## src/rtl/fifo_wr_arbiter.sv

```systemverilog
// fifo_wr_arbiter: packet-level round-robin arbiter that shares one FIFO
// write port among NREQ requesters. A grant is held until the grantee's last
// beat is written or MAXBEATS beats have been written. Writes are gated by the
// FIFO full flag.
module fifo_wr_arbiter #(
  parameter int unsigned NREQ     = 4,
  parameter int unsigned DSIZE    = 8,
  parameter int unsigned MAXBEATS = 16
) (
  input  logic                    i_wr_clk,
  input  logic                    i_wr_rst,
  input  logic [NREQ-1:0]         i_valid,
  input  logic [NREQ*DSIZE-1:0]   i_data,
  input  logic [NREQ-1:0]         i_last,
  output logic [NREQ-1:0]         o_ready,
  input  logic                    i_fifo_full,
  output logic                    o_fifo_wr_en,
  output logic [DSIZE-1:0]        o_fifo_wr_data,
  output logic [NREQ-1:0]         o_grant,
  output logic                    o_busy,
  output logic                    o_trunc
);

  localparam int unsigned PW = (NREQ > 1) ? $clog2(NREQ) : 1;
  localparam int unsigned CW = $clog2(MAXBEATS);
  localparam logic [NREQ-1:0] GRANT_ONE = {{(NREQ-1){1'b0}}, 1'b1};
  localparam logic [PW-1:0]   LAST_IDX  = PW'(NREQ - 1);
  localparam logic [CW-1:0]   CAP_CNT   = CW'(MAXBEATS - 1);

  typedef enum logic {
    ST_IDLE = 1'b0,
    ST_BUSY = 1'b1
  } state_e;

  state_e            state_q;
  logic [PW-1:0]     gidx_q;
  logic [PW-1:0]     rr_ptr_q;
  logic [CW-1:0]     beat_cnt_q;
  logic [NREQ-1:0]   grant_q;
  logic              busy_q;
  logic              trunc_q;

  logic [DSIZE-1:0]  data_arr [NREQ];
  logic [PW-1:0]     win_idx;
  logic              win_found;
  logic              wr_en;
  logic              at_cap;
  logic [PW-1:0]     rr_next;

  // Unpack the flat data bus into one lane per requester
  for (genvar r = 0; r < NREQ; r++) begin : g_lane
    assign data_arr[r] = i_data[r*DSIZE +: DSIZE];
  end

  // Round-robin winner: first valid requester at or after rr_ptr, mod NREQ
  always_comb begin
    int unsigned cand;
    cand      = 0;
    win_idx   = '0;
    win_found = 1'b0;
    for (int unsigned i = 0; i < NREQ; i++) begin
      cand = (32'(rr_ptr_q) + i) % NREQ;
      if (!win_found && i_valid[PW'(cand)]) begin
        win_found = 1'b1;
        win_idx   = PW'(cand);
      end
    end
  end

  // Write-side handshake, driven only while a grant is held
  always_comb begin
    o_ready        = '0;
    wr_en          = 1'b0;
    o_fifo_wr_data = data_arr[gidx_q];
    if (state_q == ST_BUSY) begin
      o_ready[gidx_q] = ~i_fifo_full;
      wr_en           = i_valid[gidx_q] & ~i_fifo_full;
    end
  end

  assign o_fifo_wr_en = wr_en;
  assign at_cap       = (beat_cnt_q == CAP_CNT);
  assign rr_next      = (gidx_q == LAST_IDX) ? '0 : gidx_q + PW'(1);

  // Arbitration FSM with registered grant, busy and truncation pulse
  always_ff @(posedge i_wr_clk or negedge i_wr_rst) begin
    if (!i_wr_rst) begin
      state_q    <= ST_IDLE;
      gidx_q     <= '0;
      rr_ptr_q   <= '0;
      beat_cnt_q <= '0;
      grant_q    <= '0;
      busy_q     <= 1'b0;
      trunc_q    <= 1'b0;
    end else begin
      trunc_q <= 1'b0;
      case (state_q)
        ST_IDLE: begin
          if (win_found) begin
            state_q    <= ST_BUSY;
            gidx_q     <= win_idx;
            grant_q    <= GRANT_ONE << win_idx;
            busy_q     <= 1'b1;
            beat_cnt_q <= '0;
          end
        end
        ST_BUSY: begin
          if (wr_en) begin
            beat_cnt_q <= beat_cnt_q + CW'(1);
            if (i_last[gidx_q] || at_cap) begin
              state_q  <= ST_IDLE;
              grant_q  <= '0;
              busy_q   <= 1'b0;
              rr_ptr_q <= rr_next;
              trunc_q  <= at_cap & ~i_last[gidx_q];
            end
          end
        end
        default: state_q <= ST_IDLE;
      endcase
    end
  end

  assign o_grant = grant_q;
  assign o_busy  = busy_q;
  assign o_trunc = trunc_q;

endmodule

```

## config.mk

```make
export PLATFORM = sky130hd
export DESIGN_NAME = fifo_wr_arbiter
export DESIGN_NICKNAME = d
export VERILOG_FILES = /design/src/rtl/fifo_wr_arbiter.sv
export SDC_FILE = /design/constraint.sdc
export NUM_CORES = 1
export LEC_CHECK = 0
export BUFFER_PORTS_ARGS = -buffer_cell sky130_fd_sc_hd__buf_4
export CORE_ASPECT_RATIO = 1.75
export CORE_UTILIZATION = 40
export CTS_BUF_LIST = sky130_fd_sc_hd__clkbuf_16
export DETAILED_ROUTE_END_ITERATION = 6
export PLACE_DENSITY_LB_ADDON = 0.3
export SKIP_LAST_GASP = 1
export SLEW_MARGIN = 15
export SYNTH_ARGS = -nofsm -noshare
export SYNTH_HDL_FRONTEND = slang
export SYNTH_SLANG_ARGS = --single-unit
```

## constraint.sdc

```tcl
create_clock -name i_wr_clk -period 2.95 [get_ports i_wr_clk]
set_clock_uncertainty 0.2 [all_clocks]
set_input_delay 0.1475 -clock i_wr_clk [delete_from_list [all_inputs] [get_ports i_wr_clk]]
set_output_delay 0.1475 -clock i_wr_clk [all_outputs]
set_load 0.005 [all_outputs]
```

---- Yosys cells after proc, flatten, opt, wreduce, memory -nomap -nowiden ----
Cells that the tools add are included.
cells by class
  add/sub/neg operators ................... 5
  shift-type cells ........................ 1
  eq/ne operators ......................... 5
  order comparisons ....................... 7
  muxes and demuxes ....................... 46
  bitwise operators ....................... 7
  reduce and logical (&&, ||, !) cells .... 12
operators with widths
  operator             count
  $mux 4               6
  $mux 1               21
  $bmux 8 s2           1
  $mux 8               2
  $pmux 4 s2           2
  $lt 2x3->1 const B   5
  $bmux 1 s2           6
  $mux 2               5
  $reduce_and 3->1     2
  $add 2x1->2 const B  2
  $add 2x2->2 const B  2
  $add 4x1->4 const B  1
  $and 4x4->4          1
  $eq 4x4->1 const B   1
  $logic_and 1x1->1    4
  $ne 2x2->1 const B   2
  $pmux 1 s2           2
  $reduce_and 2->1     2
  $shl 1x2->4 const A  1
  $ge 3x3->1 const B   1
  $logic_not 1->1      3
  $not 1->1            3
  $not 2->3            1
  $and 1x1->1          2
  5 further kinds      5
storage, ports and cells
  input bits .............................. 43
  output and inout bits ................... 19
  flip-flop bits (word level) ............. 15
  word-level logic and storage cells ...... 90

---- Depth between registers and ports, before layout ----
Gate-level depths: netlist of run 1.
  depth after elaboration ................. 15
  gate-level depth with buffers ........... 5
  gate-level depth less buffers ........... 5

---- Least setup slack after synthesis of run 1 ----
Ideal clock, no wire load.
  path kind ............................... register -> register
  start ................................... register gidx_q[0]
  end ..................................... register rr_ptr_q[1]
  buffers on the path ..................... 0
  clock period less this slack ............ 1842 ps
  data arrival time ....................... 1517 ps
  stages on the path, launching flop included .. 5
  setup slack ............................. 1108 ps
  required time ........................... 2625 ps
  library setup time ...................... 125 ps
  cell sequence ........................... dfrtp_1 -> mux4_2 -> nor2b_4 -> nor2_4 -> mux2_4
between the ends
  cells in the longest elaborated chain, start to end .. 5
  elaborated cells on any way between the ends .. 11
  classes of those cells .................. add/sub: 1; eq/ne: 1; mux: 6; bitwise: 1; reduce/logical: 2
ends and longest elaborated chain
  what                          RTL line  text
  start, declared               36        logic [PW-1:0] gidx_q;
  start signal, assigned        101       gidx_q <= win_idx;
  $bmux 1 s2                    77        wr_en = i_valid[gidx_q] & ~i_fifo_full;
  $mux 1 (implied by the code)  77
  $and 1x1->1                   77
  $mux 1                        75        if (state_q == ST_BUSY) begin
  $reduce_and 3->1 (no line)    -
  end signal, assigned          114       rr_ptr_q <= rr_next;
  end, declared                 37        logic [PW-1:0] rr_ptr_q;
Several ways; a longest one is shown, not always the timed one. The select of a mux whose other input is x is not followed.
A chain may end at the register's enable or synchronous reset.

---- Worst setup path after layout of run 1 ----
  start ................................... register gidx_q[0]
  end ..................................... output o_fifo_wr_en
between the ends
  cells in the longest elaborated chain, start to end .. 4
ends and longest elaborated chain
  what                          RTL line  text
  $bmux 1 s2                    77
  $mux 1 (implied by the code)  77
  $and 1x1->1                   77
  $mux 1                        75
  end, declared                 17        output logic o_fifo_wr_en,
No other way between the ends. The select of a mux whose other input is x is not followed.

==> metrics.md, run 1 <==
| Metric | Value |
|---|---|
| Critical path's slowest cell | `dfrtp_1` |
| Clock tree buffer depth | `2` |
| Slew headroom | `0.525` |
| Drt total wl | `2.93 mm` |
| Hold_buf cts | `1` |
| Post-synth top area share | `0.357` |
| Top-count cell post-synth | `dfrtp_1` |
| Largest net degree at the start of global routing | `19` |
| Worst hold slack | `0.0859 ns` |
| Total die area | `0.00284 mm^2` |
| Final setup viols | `0` |
| Cells after Synth | `92` |
| WL/cell | `16.2 um` |
| Post-route minimum period | `2.38 ns` |
| Setup crit end kind | `output port` |
| Vias in the first global route | `1004` |
| Post-synth top area cell | `dfrtp_1` |
| Synth Flop Type | `dfrtp_1` |
| Total GRT Usage | `0.229` |
| Synthesized net count | `140` |
| Post-route design area | `0.00161 mm^2` |
| Max FO, Critical Path | `15` |
| GP Congestion | `0.831` |
| CP arrival | `2.04 ns` |
| Die Span X | `40.8 um` |
| Synth top cells by count | `dfrtp_1 (15), nand2_1 (12), mux4_2 (10)` |
| Crit-path cells | `mux4_2, nand2_4, inv_1, buf_4` |
| CTS tree | `yes` |
| Achievable Freq | `419 MHz` |
| Layout cells sized above 1 | `0.516` |
| Top-Level Pins | `62` |
| RSZ-0062 raised after global routing | `false` |
| Routed vias | `1006` |
| Filler Cell Count | `193` |
| First-pass GRT wire length | `4.42 mm` |
| Buffers & Inverters on Critical Path | `2` |
| Crit path kind | `register to output port` |
| Final Worst Setup Slack | `0.566 ns` |
| GR Layer Usage met1 | `0.205` |
| Post-route DRC | `0` |
| Reg area | `375 um^2` |
| Post-CTS Resized | `0` |
| Postcts setup bufs | `0` |
| Rows | `24` |
| Area post-placement | `0.00153 mm^2` |
| Nets | `204` |
| Clock root cell | `clkbuf_16` |
| DRT Pass-1 Iters | `4` |
| Core outline area | `0.00249 mm^2` |
| Number of diodes | `0` |
| CTS sink cnt | `15` |
| Final Hold Fails | `0` |
| Layout area overhead | `53.6%` |
| GRT Max-Usage Layer | `met2` |
| Final ANT Viol Nets | `0` |
| Cell area power density | `801 mW/mm^2` |
| Critical path's top delay family | `flip-flops` |
| Sequential area share after synthesis | `0.357` |
| Die H | `69.8 um` |
| Max_cap viols | `0` |
| Async set or reset register ratio after synthesis | `1.00` |
| Final period util | `0.808` |
| Post-synth EDFFs | `0` |
| Setup TNS | `0 ns` |
| Met2 global-route usage | `0.441` |
| Global route total overflow | `0` |
| Library cells used by synthesis | `29` |
| Ys Warns | `0` |
| Met3 Use GR | `0.0385` |
| Initial antenna violation count | `0` |
| Mapped cell area | `0.00105 mm^2` |
| Crit start category | `register` |
| Hold Crit Class | `input pin to async pin` |
| Dpl ws | `0.635 ns` |
| Num CTS Buffers | `3` |
| Status | `finished, final reports clean` |
| Worst-Margin Slew | `0.713 ns` |
| Finished Core Util | `0.648` |
| Max Slew Vio Count | `0` |
| Post-synthesis average cell area | `11.4 um^2` |
| Synth area leaders | `dfrtp_1 (36%), mux4_2 (21%), ha_1 (6.0%)` |
| CP required | `2.60 ns` |
| Initial core utilization | `0.422` |
| Clk slew on worst S/H paths | `0.05 ns` |
| Multi-input logic area | `633 um^2` |
| Post-DR vias/cell | `5.56` |
| Leakage | `0.000791 uW` |
| Yosys reg bits | `15` |
| Peak supply drop | `0.586 mV` |
| Port Buffers | `61` |
| Biggest cell delay along the critical path | `0.80 ns` |
| Worst skew pair latency | `0.25 ns` |
| Detail Placement HPWL | `2.29 mm` |
| H-tree depth | `1` |
| 1st-iter DRT viols | `30` |
power breakdown:
group	switching, uW	leakage [uW]	internal [uW]	total, uW
logic	253	0.000558	380	633
registers	120	0.000190	275	395
clock network	84.6	0.0000423	180	264
state kept, by name, summed over array words and instances, names as in the netlist:
signal	cells
beat_cnt_q	4
o_grant	4
gidx_q	2
rr_ptr_q	2
o_busy	1
o_trunc	1
state_q	1
cells by family (layout without fill, tap and decap cells):
family / count (synthesis) / after routing / share of synthesized area
AO/OA/AOI/OAI: 22 / 22 / 0.145
adder cells (fa/ha/maj): 5 / 5 / 0.0595
buffers and inverters: 9 / 72 / 0.0405
flip-flops: 15 / 15 / 0.357
multiplexers: 13 / 13 / 0.248
AND/OR/NAND/NOR: 28 / 28 / 0.150
through the flow:
stage	power (uW)	cells
2_1_floorplan	773	92
3_3_place_gp	1010	176
3_5_place_dp	1030	176
4_1_cts	1300	181
5_1_grt	1400	181
6_report	1290	181
worst paths after layout:
path	from	endpoint	slack, ns	cells after the start
max	gidx_q[0]$_DFFE_PN0P_	o_fifo_wr_en	0.57	4
min	i_wr_rst	beat_cnt_q[1]$_DFFE_PN0P_	0.09	2
max reg2reg	gidx_q[0]$_DFFE_PN0P_	rr_ptr_q[1]$_DFFE_PN0P_	0.64	4
min reg2reg	beat_cnt_q[3]$_DFFE_PN0P_	beat_cnt_q[3]$_DFFE_PN0P_	0.29	1
max in group asynchronous	i_wr_rst	rr_ptr_q[1]$_DFFE_PN0P_	2.29	2
min in group i_wr_clk	i_fifo_full	o_trunc$_DFF_PN0_	0.11	4
cell type report:
type	count	area share
inverters	5	0.0116
clock inverters	1	0.00233
well taps	26	0.0202
clock buffers	3	0.0465
flip-flops and latches	15	0.233
repair buffers	63	0.295
multi-input cells	68	0.392
placed cells by master, fill, tap and decap left out, types with 2 or more instances in the layout:
cell type / synthesis / layout
nand2_1: 12 / 12
o21ai_0: 5 / 5
and2_1: 4 / 4
nor2b_1: 2 / 2
mux4_2: 10 / 10
o22ai_1: 2 / 2
dfrtp_1: 15 / 15
inv_1: 5 / 6
nand3_1: 4 / 4
o32ai_1: 4 / 4
clkbuf_16: 0 / 3
a21oi_1: 5 / 5
buf_4: 0 / 62
o21a_1: 2 / 2
mux2i_1: 2 / 2
ha_1: 5 / 5
per-layer routing:
metal / vias up / part of all wire
met5: - / 0
met3: 4 / 0.11
met1: 464 / 0.30
met4: 0 / 0.013
li1: 472 / -
met2: 66 / 0.57
No activity file was read; power rests on OpenSTA's default activity.
==> run 2, diff against run 1 <==
- clock period: 2.95 -> 2.2 ns (I/O delays scaled with it)
==> metrics.md, run 2 (synthesis results as in run 1) <==
| Metric | Value |
|---|---|
| Status | `finished, final reports clean (unchanged)` |
| Peak supply drop | `0.707 mV (was 0.586 mV)` |
| Final setup viols | `0 (unchanged)` |
| GP Congestion | `0.870 (was 0.831)` |
| CP required | `1.89 ns (was 2.60 ns)` |
| H-tree depth | `1 (unchanged)` |
| Setup crit end kind | `output port (unchanged)` |
| Vias in the first global route | `1053 (was 1004)` |
| Total GRT Usage | `0.224 (was 0.229)` |
| Layout area overhead | `55.0% (was 53.6%)` |
| Num CTS Buffers | `3 (unchanged)` |
| Global route total overflow | `0 (unchanged)` |
| Seq pwr share | `0.259 (was 0.306)` |
| Hold Crit Class | `input pin to async pin (unchanged)` |
| CP arrival | `1.62 ns (was 2.04 ns)` |
| Final Hold Fails | `0 (unchanged)` |
| Worst hold slack | `0.0526 ns (was 0.0859 ns)` |
| Worst skew pair latency | `0.25 ns (about the same)` |
| Largest net degree at the start of global routing | `19 (unchanged)` |
| Commonest non-fill, non-tap cells in the layout | `buf_4 (64), dfrtp_1 (15), nand2_1 (12), mux4_2 (10), inv_1 (6) (was buf_4 (62), dfrtp_1 (15), nand2_1 (12), mux4_2 (10), inv_1 (6))` |
| Final period util | `0.880` |
| Total die area | `0.00284 mm^2 (unchanged)` |
| Worst-Margin Slew | `0.403 ns (was 0.713 ns)` |
| Max Slew Vio Count | `0 (unchanged)` |
| CTS sink cnt | `15 (unchanged)` |
| 1st-iter DRT viols | `22 (was 30)` |
| Leakage | `0.000801 uW (was 0.000791 uW)` |
| Routed vias | `1054 (was 1006)` |
| Core outline area | `0.00249 mm^2 (unchanged)` |
| Port Buffers | `61 (unchanged)` |
| Initial core utilization | `0.422 (unchanged)` |
| Cell area power density | `1080 mW/mm^2 (was 801 mW/mm^2)` |
| Max_cap viols | `0 (unchanged)` |
| Post-route minimum period | `1.93 ns` |
| RSZ-0062 raised after global routing | `false (unchanged)` |
| Final Worst Setup Slack | `0.265 ns (was 0.566 ns)` |
| Dpl ws | `0.339 ns (was 0.635 ns)` |
| Rows | `24 (unchanged)` |
| Crit path kind | `register to output port (unchanged)` |
| WL/cell | `16.3 um (was 16.2 um)` |
| Initial antenna violation count | `0 (unchanged)` |
| Internal power | `1140 uW (was 835 uW)` |
| Nets | `206 (was 204)` |
| Post-DR vias/cell | `5.76 (was 5.56)` |
| Die Span X | `40.8 um (unchanged)` |
| First-pass GRT wire length | `4.37 mm (was 4.42 mm)` |
| Commonest non-fill, non-tap cell in the layout | `buf_4 (unchanged)` |
| DRT Pass-1 Iters | `4 (unchanged)` |
| Filler Cell Count | `202 (was 193)` |
| Final ANT Viol Nets | `0 (unchanged)` |
| Clock tree buffer depth | `2 (unchanged)` |
| Detail Placement HPWL | `2.41 mm (was 2.29 mm)` |
| Die H | `69.8 um (unchanged)` |
| Achievable Freq | `517 MHz` |
| P_sw | `616 uW (was 458 uW)` |
| Net Sw Frac | `0.350 (was 0.354)` |
| Setup TNS | `0 ns (unchanged)` |
| Post-route DRC | `0 (unchanged)` |
| Clk slew on worst S/H paths | `0.05 ns (about the same)` |
| Multi-input logic area | `633 um^2 (unchanged)` |
| Layout cells sized above 1 | `0.522 (was 0.516)` |
| Clock power frac | `0.200 (was 0.204)` |
| Top-Level Pins | `62 (unchanged)` |
| Max FO, Critical Path | `11 (was 15)` |
| R2R Setup Slk | `0.32 ns (was 0.64 ns)` |
| CTS tree | `yes (unchanged)` |
| Crit start category | `register (unchanged)` |
| Clock root cell | `clkbuf_16 (unchanged)` |
| Slew headroom | `0.731 (was 0.525)` |
| Drt total wl | `2.99 mm (was 2.93 mm)` |
| Part of the power in combinational logic | `0.541 (was 0.490)` |
| Number of diodes | `0 (unchanged)` |
| Reg area | `375 um^2 (unchanged)` |
[run 2: cell count changes in the layout (fill, tap and decap cells not counted), sizes merged]
cell  delta
buf      +2
[run 2: path summary, 6_finish.rpt]
path,start,end,cells after the start
min reg2reg,beat_cnt_q[3]$_DFFE_PN0P_,beat_cnt_q[3]$_DFFE_PN0P_,1
max reg2reg,gidx_q[0]$_DFFE_PN0P_,rr_ptr_q[1]$_DFFE_PN0P_,4
max,gidx_q[0]$_DFFE_PN0P_,o_fifo_wr_data[4],3
min,i_wr_rst,o_grant[3]$_DFFE_PN0P_,2
max in group asynchronous,i_wr_rst,beat_cnt_q[3]$_DFFE_PN0P_,2
min in group i_wr_clk,i_valid[3],o_grant[1]$_DFFE_PN0P_,3
[run 2: worst max-delay path, cell delays in order (launching register included)]
cell and delay, ns:
dfrtp_1 0.43, buf_4 0.26, mux4_2 0.53, buf_4 0.15
[run 2: through the flow]
stage	instance area (um^2)	util	total power [uW]	std cells
final	1630	0.654	1760	183
after global placement	1540	0.618	1370	178
after global routing	1630	0.654	1890	183
after CTS	1630	0.654	1760	183
after detailed placement	1540	0.618	1400	178
after floorplan	1050	-	1040	92
[run 2: layer usage]
| layer | vias up | GRT usage | routed length (um) |
|---|---|---|---|
| met5 | - | 0 | 0 |
| met4 | 0 | 0.100 | 74 |
| met3 | 7 | 0.0256 | 345 |
| met2 | 67 | 0.423 | 1710 |
| met1 | 502 | 0.205 | 856 |
| li1 | 478 | - | - |
[run 2: final cells by class]
class | instances | area share
clock buffer | 3 | 0.0461
clock inverter | 1 | 0.00230
inverter | 5 | 0.0115
multi-input combinational | 68 | 0.389
sequential | 15 | 0.230
tap | 26 | 0.0200
timing repair buffer | 65 | 0.301
[run 2: what timing repair did]
item,in CTS,in global routing
setup endpoints to repair,0,0
hold buffers,1,0
buffers inserted,0,0
hold endpoints to repair,15,0
gates resized for setup,0,0
[run 2: power by group through the flow]
stage	combinational (uW)	sequential (uW)	clock [uW]
after floorplan	598	438	0
after global placement	917	453	0
after detailed placement	943	458	0
after CTS	955	454	353
after global routing	1050	467	369
final	950	455	351
==> run 3, diff against run 2 <==
- PLACE_DENSITY: not set -> 0.71
- PLACE_DENSITY_LB_ADDON: 0.3 -> not set
==> metrics.md, run 3 (synthesis results as in run 1) <==
| Metric | Value |
|---|---|
| Crit path kind | `register to output port (unchanged)` |
| Vias in the first global route | `1062 (was 1053)` |
| CTS sink cnt | `15 (unchanged)` |
| Clock tree buffer depth | `2 (unchanged)` |
| Part of the power in combinational logic | `0.535 (was 0.541)` |
| Clock root cell | `clkbuf_16 (unchanged)` |
| Port Buffers | `61 (unchanged)` |
| Max_cap viols | `0 (unchanged)` |
| Total GRT Usage | `0.226 (was 0.224)` |
| Metal1 wirelength | `826 um (was 856 um)` |
| Initial core utilization | `0.422 (unchanged)` |
| H-tree depth | `1 (unchanged)` |
| Net Sw Frac | `0.348 (was 0.350)` |
| Highest Signal Layer | `met4 (unchanged)` |
| Cell area power density | `1070 mW/mm^2 (was 1080 mW/mm^2)` |
| Max FO, Critical Path | `12 (was 11)` |
| Worst-Margin Slew | `0.384 ns (was 0.403 ns)` |
| Postcts setup bufs | `0 (unchanged)` |
| Drt total wl | `2.88 mm (was 2.99 mm)` |
| Post-route DRC | `0 (unchanged)` |
| Largest net degree at the start of global routing | `19 (unchanged)` |
| Status | `finished, final reports clean (unchanged)` |
| Layout cells sized above 1 | `0.522 (unchanged)` |
| Slew headroom | `0.741 (was 0.731)` |
| Detail Placement HPWL | `2.30 mm (was 2.41 mm)` |
| P_sw | `609 uW (was 616 uW)` |
| CTS tree | `yes (unchanged)` |
| Hold Crit Class | `input pin to async pin (unchanged)` |
| Die H | `69.8 um (unchanged)` |
| Post-DR vias/cell | `5.68 (was 5.76)` |
| Number of diodes | `0 (unchanged)` |
| Nets | `206 (unchanged)` |
| Final ANT Viol Nets | `0 (unchanged)` |
| Metal2 WL | `1.64 mm (was 1.71 mm)` |
| Global route total overflow | `0 (unchanged)` |
| DRT Pass-1 Iters | `4 (unchanged)` |
| Final period util | `0.882 (was 0.880)` |
| Crit start category | `register (unchanged)` |
| Clock power frac | `0.199 (was 0.200)` |
| Achievable Freq | `515 MHz (was 517 MHz)` |
| Total die area | `0.00284 mm^2 (unchanged)` |
| Clk slew on worst S/H paths | `0.05 ns (about the same)` |
| Seq pwr share | `0.266 (was 0.259)` |
| Num CTS Buffers | `3 (unchanged)` |
| Commonest non-fill, non-tap cells in the layout | `buf_4 (64), dfrtp_1 (15), nand2_1 (12), mux4_2 (10), inv_1 (6) (unchanged)` |
| Final Hold Fails | `0 (unchanged)` |
| Setup TNS | `0 ns (unchanged)` |
| Die Span X | `40.8 um (unchanged)` |
| Worst skew pair latency | `0.25 ns (about the same)` |
| Setup crit end kind | `output port (unchanged)` |
| RSZ-0062 raised after global routing | `false (unchanged)` |
| Top-Level Pins | `62 (unchanged)` |
| Final setup viols | `0 (unchanged)` |
| Worst hold slack | `0.0729 ns (was 0.0526 ns)` |
| First-pass GRT wire length | `4.44 mm (was 4.37 mm)` |
| Post-route minimum period | `1.94 ns (was 1.93 ns)` |
| Rows | `24 (unchanged)` |
| Internal power | `1140 uW (about the same)` |
| Core outline area | `0.00249 mm^2 (unchanged)` |
| Leakage | `0.000801 uW (unchanged)` |
| WL/cell | `15.7 um (was 16.3 um)` |
| GP Congestion | `0.805 (was 0.870)` |
| Max Slew Vio Count | `0 (unchanged)` |
| Peak supply drop | `0.734 mV (was 0.707 mV)` |
| Initial antenna violation count | `0 (unchanged)` |
| Routed met3 length | `346 um (was 345 um)` |
| CP arrival | `1.63 ns (was 1.62 ns)` |
| Routed vias | `1039 (was 1054)` |
| Commonest non-fill, non-tap cell in the layout | `buf_4 (unchanged)` |
| CP required | `1.89 ns (about the same)` |
| Layout area overhead | `55.0% (unchanged)` |
| 1st-iter DRT viols | `20 (was 22)` |
run 3: power by group through the flow:
| stage | registers, uW | logic, uW | clock network [uW] |
|---|---|---|---|
| after floorplan | 438 | 598 | 0 |
| after global placement | 465 | 919 | 0 |
| after detailed placement | 471 | 938 | 0 |
| after CTS | 466 | 945 | 358 |
| after global routing | 482 | 1050 | 362 |
| final | 466 | 937 | 348 |
run 3: stage by stage:
step                total power, uW  utilization  instances  worst slack [ns]  area [um^2]
floorplan                      1040            -         92             0.358         1050
global placement               1380        0.618        178             0.370         1540
detailed placement             1410        0.618        178             0.345         1540
CTS                            1770        0.654        183             0.226         1630
global route                   1890        0.654        183             0.144         1630
finish                         1750        0.654        183             0.259         1630
run 3: path summary, 6_finish.rpt:
kind | to | slack [ns] | depth (start not counted) | start
min in group i_wr_clk | o_grant[1]$_DFFE_PN0P_ | 0.07 | 3 | i_valid[3]
worst max-delay path | o_fifo_wr_data[4] | 0.26 | 3 | gidx_q[0]$_DFFE_PN0P_
max in group asynchronous | rr_ptr_q[1]$_DFFE_PN0P_ | 1.55 | 2 | i_wr_rst
worst min-delay path | gidx_q[0]$_DFFE_PN0P_ | 0.07 | 2 | i_wr_rst
worst min register to register | beat_cnt_q[3]$_DFFE_PN0P_ | 0.30 | 1 | beat_cnt_q[3]$_DFFE_PN0P_
worst max register to register | rr_ptr_q[1]$_DFFE_PN0P_ | 0.35 | 4 | gidx_q[0]$_DFFE_PN0P_
run 3: critical path, cell delays in order (launching register included):
cell     delay (ns)
dfrtp_1        0.43
buf_4          0.26
mux4_2         0.54
buf_4          0.15
run 3: timing repair:
action,in CTS,in global routing
hold buffers,1,0
resized for setup,0,0
hold endpoints to repair,15,0
run 3: cell type report:
cell class / count / area, um^2
multi-input combinational: 68 / 633
clock inverter: 1 / 3.75
clock buffer: 3 / 75.1
inverter: 5 / 18.8
tap: 26 / 32.5
timing repair buffer: 65 / 490
sequential: 15 / 375
fill: 220 / 863
run 3: layer usage:
layer  up-vias  global-route usage
met5         -                   0
met4         0               0.126
met3         5              0.0321
met2        59               0.411
met1       498               0.206
li1        477                   -
